## src/rtl/apb_gpio_ext.sv

```systemverilog
`default_nettype none
// ============================================================================
// Module   : apb_gpio_ext
// Brief    : APB3 GPIO controller with per-pin config, 2-flop input sync,
//            sticky W1C interrupts and atomic OUT_SET/OUT_CLR.
//            Optional input debounce filter: define GPIO_DEBOUNCE_EN.
// Revision : 1.0 - initial release
// ============================================================================
module apb_gpio_ext #(
  parameter int unsigned       IO_NUM          = 2,
  parameter logic [IO_NUM-1:0] OUT_RESET_VAL   = '0,
  parameter int unsigned       DEBOUNCE_CYCLES = 16
) (
  input  logic              PCLK,
  input  logic              PRESET,
  input  logic              PSEL,
  input  logic              PENABLE,
  input  logic              PWRITE,
  input  logic [7:0]        PADDR,
  input  logic [31:0]       PWDATA,
  output logic [31:0]       PRDATA,
  output logic              PREADY,
  output logic              PSLVERR,
  input  logic [IO_NUM-1:0] GPIO_IN,
  output logic [IO_NUM-1:0] GPIO_OUT,
  output logic [IO_NUM-1:0] GPIO_OE,
  output logic [IO_NUM-1:0] INT,
  output logic              INT_OR
);

  localparam logic [5:0] WORD_INTR = 6'h20;
  localparam logic [5:0] WORD_IN   = 6'h24;
  localparam logic [5:0] WORD_OUT  = 6'h28;
  localparam logic [5:0] WORD_SET  = 6'h29;
  localparam logic [5:0] WORD_CLR  = 6'h2A;

  logic [7:0]        cfg [IO_NUM];
  logic [IO_NUM-1:0] out_q, out_next, intr_q, w1c_mask;
  logic [IO_NUM-1:0] sync1, sync2, pin_val, pin_val_d, event_hit;
  logic [IO_NUM-1:0] out_en, in_en, oe, int_en, wdata;

  logic       access, wr, err;
  logic [5:0] word;
  logic [4:0] cfg_idx;
  logic       is_cfg, cfg_ok, is_intr, is_in, is_out, is_set, is_clr, mapped;
  logic [31:0] rdata;

  function automatic logic event_of(input logic [2:0] kind, input logic v, input logic vd);
    case (kind)
      3'd0:    return v;
      3'd1:    return ~v;
      3'd2:    return v & ~vd;
      3'd3:    return ~v & vd;
      3'd4:    return v ^ vd;
      default: return 1'b0;
    endcase
  endfunction

  // Address decode: the low half of the map is the CONFIG_n array.
  assign word    = PADDR[7:2];
  assign cfg_idx = PADDR[6:2];
  assign is_cfg  = ~PADDR[7];
  assign cfg_ok  = is_cfg && (32'(cfg_idx) < IO_NUM);
  assign is_intr = (word == WORD_INTR);
  assign is_in   = (word == WORD_IN);
  assign is_out  = (word == WORD_OUT);
  assign is_set  = (word == WORD_SET);
  assign is_clr  = (word == WORD_CLR);
  assign mapped  = cfg_ok | is_intr | is_in | is_out | is_set | is_clr;

  assign access  = PSEL & PENABLE;
  assign err     = access & (~mapped | (is_in & PWRITE));
  assign wr      = access & PWRITE & ~err;
  assign wdata   = PWDATA[IO_NUM-1:0];
  assign w1c_mask = (wr && is_intr) ? wdata : '0;

  assign PREADY  = 1'b1;
  assign PSLVERR = err & ~PRESET;
  assign PRDATA  = rdata;

  always_comb begin
    rdata = '0;
    if (access && !PWRITE && !PRESET) begin
      if (cfg_ok) begin
        for (int n = 0; n < IO_NUM; n++) begin
          if (cfg_idx == 5'(n)) rdata = {24'd0, cfg[n]};
        end
      end else if (is_intr) begin
        rdata = 32'(intr_q);
      end else if (is_in) begin
        rdata = 32'(pin_val & in_en);
      end else if (is_out) begin
        rdata = 32'(out_q);
      end
    end
  end

  // Bits whose out-reg-en is clear are never touched by OUT/SET/CLR.
  always_comb begin
    out_next = out_q;
    if (wr && is_out)      out_next = (out_q & ~out_en) | (wdata & out_en);
    else if (wr && is_set) out_next = out_q | (wdata & out_en);
    else if (wr && is_clr) out_next = out_q & ~(wdata & out_en);
  end

  always_ff @(posedge PCLK) begin
    if (PRESET) begin
      out_q     <= OUT_RESET_VAL;
      intr_q    <= '0;
      sync1     <= '0;
      sync2     <= '0;
      pin_val_d <= '0;
      for (int n = 0; n < IO_NUM; n++) cfg[n] <= '0;
    end else begin
      out_q     <= out_next;
      intr_q    <= (intr_q & ~w1c_mask) | event_hit;
      sync1     <= GPIO_IN;
      sync2     <= sync1;
      pin_val_d <= pin_val;
      for (int n = 0; n < IO_NUM; n++) begin
        if (wr && cfg_ok && (cfg_idx == 5'(n))) cfg[n] <= PWDATA[7:0];
      end
    end
  end

  for (genvar n = 0; n < IO_NUM; n++) begin : g_pin
    assign out_en[n] = cfg[n][0];
    assign in_en[n]  = cfg[n][1];
    assign oe[n]     = cfg[n][2];
    assign int_en[n] = cfg[n][3];
`ifdef GPIO_DEBOUNCE_EN
    logic [15:0] cnt;
    logic        filt;
    // Filtered value follows sync only after DEBOUNCE_CYCLES consecutive disagreements.
    always_ff @(posedge PCLK) begin
      if (PRESET) begin
        cnt  <= '0;
        filt <= 1'b0;
      end else if (sync2[n] == filt) begin
        cnt  <= '0;
      end else if (cnt == 16'(DEBOUNCE_CYCLES - 1)) begin
        cnt  <= '0;
        filt <= sync2[n];
      end else begin
        cnt  <= cnt + 16'd1;
      end
    end
    assign pin_val[n] = filt;
`else
    assign pin_val[n] = sync2[n];
`endif
    assign event_hit[n] = event_of(cfg[n][7:5], pin_val[n], pin_val_d[n]);
  end

  assign GPIO_OUT = out_q;
  assign GPIO_OE  = oe;
  assign INT      = intr_q & int_en;
  assign INT_OR   = |INT;

  logic unused_ok;
  assign unused_ok = ^{PADDR[1:0], PWDATA, DEBOUNCE_CYCLES};

endmodule
`default_nettype wire

```

## config.mk

```make
export PLATFORM = sky130hd
export DESIGN_NAME = apb_gpio_ext
export DESIGN_NICKNAME = d
export VERILOG_FILES = /design/src/rtl/apb_gpio_ext.sv
export SDC_FILE = /design/constraint.sdc
export NUM_CORES = 1
export LEC_CHECK = 0
export CAP_MARGIN = 20
export CELL_PAD_IN_SITES_DETAIL_PLACEMENT = 0
export CELL_PAD_IN_SITES_GLOBAL_PLACEMENT = 1
export CORE_MARGIN = 2
export CORE_UTILIZATION = 28
export DETAILED_ROUTE_END_ITERATION = 6
export GPL_TIMING_DRIVEN = 0
export PLACE_DENSITY = 0.81
export SYNTH_ARGS = -nofsm -noshare
export SYNTH_HDL_FRONTEND = slang
export SYNTH_SLANG_ARGS = --single-unit
```

## constraint.sdc

```tcl
create_clock -name PCLK -period 2.1 [get_ports PCLK]
set_input_delay 0.42 -clock PCLK [delete_from_list [all_inputs] [get_ports PCLK]]
set_output_delay 0.42 -clock PCLK [all_outputs]
set_load 0.01 [all_outputs]
```

==> reports/results.txt <==
Outcome: complete, no violations
CP Data Arrival Time: 1600 ps
CP Class: primary input to output pin
Clock Skew: 4.64 ps
Total leakage power: 0.000993 µW
Worst Hold Class: flop to flop
Detailed-route via count: 1310
Setup_tns: 0 ps
Final setup vio count: 0
Total power: 1160 µW
Core Area: 5470 µm²
Area delta synth->final: 38.9%
Root Driver: clkbuf_8
Pin count of the biggest net entering global routing: 16
Most common cell after layout, fill and taps aside: buf_4
Final nets: 283
XOR/XNOR share of the synthesized area: 0%
Yosys warns: 0
Share of cells above drive strength 1: 27.7%
I/O Buffers: 35
Detail Placement HPWL: 2760 µm
Initial antenna violation count: 0
Gr ovfl total: 0
Fraction of the mapped netlist area in simple logic gates: 21.2%
Final worst path period share: 96.2%
Worst-case clock buffer depth: 2
CTS tree: built
Die width: 79.2 µm
Mapped cell area: 1590 µm²
Vias per cell: 4.32
Cell area after layout: 2200 µm²
Multiplexer area fraction after synthesis: 5.05%
# Max-Cap Violations: 0
Max FO, Critical Path: 9
RSZ-0062 raised after global routing: false
Peak Freq: 495 MHz
Placed Area: 2110 µm²
IO Count: 88
DRC Markers: 0
CP startpoint kind: primary input
Starting density of the core: 29.0%
Sequential element share of the synthesized area: 42.9%
Fill cells: 558
Avg Inst Size Synth: 9.73 µm²
DRT Pass-1 Iters: 4
Ant diodes: 0
FF+latch count, synth: 26
Most frequent cells in the layout: buf_4, conb_1, edfxtp_1, clkdlybuf4s50_1, nor2_1
Cts hold-fix bufs: 0
Min Tclk post-route: 2020 ps
Async set-reset flop share out of synthesis: 0%
Clock transition at path regs: 90 ps
Worst path required time: 1680 ps
Chip Height: 79.2 µm
Initial DRC count: 56
Antenna viol nets, final: 0
Clock sink count: 26
Global Route Usage Sum: 11.3%
Post-synthesis cell count: 163
H-Tree Depth: 1
Post-synth EDFFs: 16
Worst vdd ir: 0.328 mV
Post-Route Utilization: 40.2%
Crit end category: output pin
Yosys top cell area share: 30.3%
Top cells by area, synth: edfxtp_1, buf_4, dfxtp_1, mux2i_1, and2_1
Num CTS Buffers: 3
Die area: 6280 µm²
Power density cells: 528 nW/µm²
Final WL: 3680 µm
Vias in the first global route: 1192
Later-pin clock latency in the skew report: 280 ps
Final Max Slew Viols: 0
First-pass GRT wire length: 5450 µm
Compound-cell area share of the yosys netlist: 11.4%
Count of final hold-check violations: 0
Post-Synth Adder-Cell Area: 3.16%
Rows: 27
Yosys cell types: 36
Area leader, netlist: edfxtp_1
Main combinational cell family by area after synthesis: simple AND/OR/NAND/NOR gates
Final GP Congestion: 0.758
WL/cell: 12.1 µm
Post-synth top flop: edfxtp_1
## sequential cells by signal (all words and copies together), names as in the netlist, named ones only
register   count
intr_q         2
pin_val        2
sync1          2
pin_val_d      2
cfg           16
## final timing paths
path | startpoint | slack [ps] | cells past startpoint | endpoint
max reg2reg | pin_val[0] | 600 | 6 | intr_q[0]
min | sync1[0] | 460 | 1 | pin_val[0]
max | PADDR[3] | 80 | 7 | PRDATA[4]
min reg2reg | sync1[0] | 460 | 1 | pin_val[0]
## cells by family after synthesis
group,after synthesis
fa+ha+maj,4
mux,8
simple gates,57
flops,26
other cells,2
compound gates,27
buf+inv,39
## final cells by class
cell class                      instances  area [µm²]  share of cell area [%]
Inverter                                8        30.0                    1.36
Tap cell                               72        90.1                    4.09
Timing Repair Buffer                   41         337                    15.3
Multi-Input combinational cell        121         767                    34.8
Sequential cell                        26         681                    30.9
Buffer                                 31         231                    10.5
Clock buffer                            4        66.3                    3.01
## per-stage QoR
stage                     hold slack (ps)  setup WS [ps]  instances
after floorplan                       414            398        186
after global placement                420           -815        293
after detailed placement              437           -840        293
after CTS                             461           16.4        302
after global routing                  475           8.12        303
final                                 459           79.5        303
## synth_stat cells (2+ instances only)
cell type,n
o21ai_0,9
and2_1,10
ha_1,4
o32ai_1,2
and3_1,3
nor3b_1,2
edfxtp_1,16
a21oi_1,3
inv_1,8
buf_4,27
nand3b_1,2
a211oi_1,4
nand2_1,5
mux2i_1,8
nand3_1,2
a32oi_1,2
buf_2,3
conb_1,2
a21o_1,3
nand2b_1,3
nor2b_1,6
nor3_1,2
dfxtp_1,10
nor2_1,15
## what timing repair did
item	CTS	global route
gates cloned	0	1
endpoints found under the setup margin	25	10
resized for setup	47	21
pin swaps	5	3
endpoints found under the hold margin	0	0
setup buffers	5	0
## report_power, final
part | total (µW) | internal [µW] | leakage (µW) | switching (µW)
combinational | 205 | 109 | 0.000725 | 96.5
sequential | 582 | 564 | 0.000234 | 18.0
clock | 376 | 208 | 0.0000339 | 168
## critical path, cell delays in order
cell and delay [ps]:
buf_4 160, nor4_4 350, buf_4 170, nand3b_1 100, buf_6 160, nor2_2 110
buf_2 130
## layer usage
layer / global-route usage, % / vias to the layer above / wire (µm)
li1: - / 659 / -
met1: 13.1 / 605 / 1530
met2: 19.6 / 39 / 1880
met3: 2.16 / 7 / 170
met4: 6.21 / 0 / 95
met5: 0 / - / 0
No activity file was read; power rests on OpenSTA's default activity.
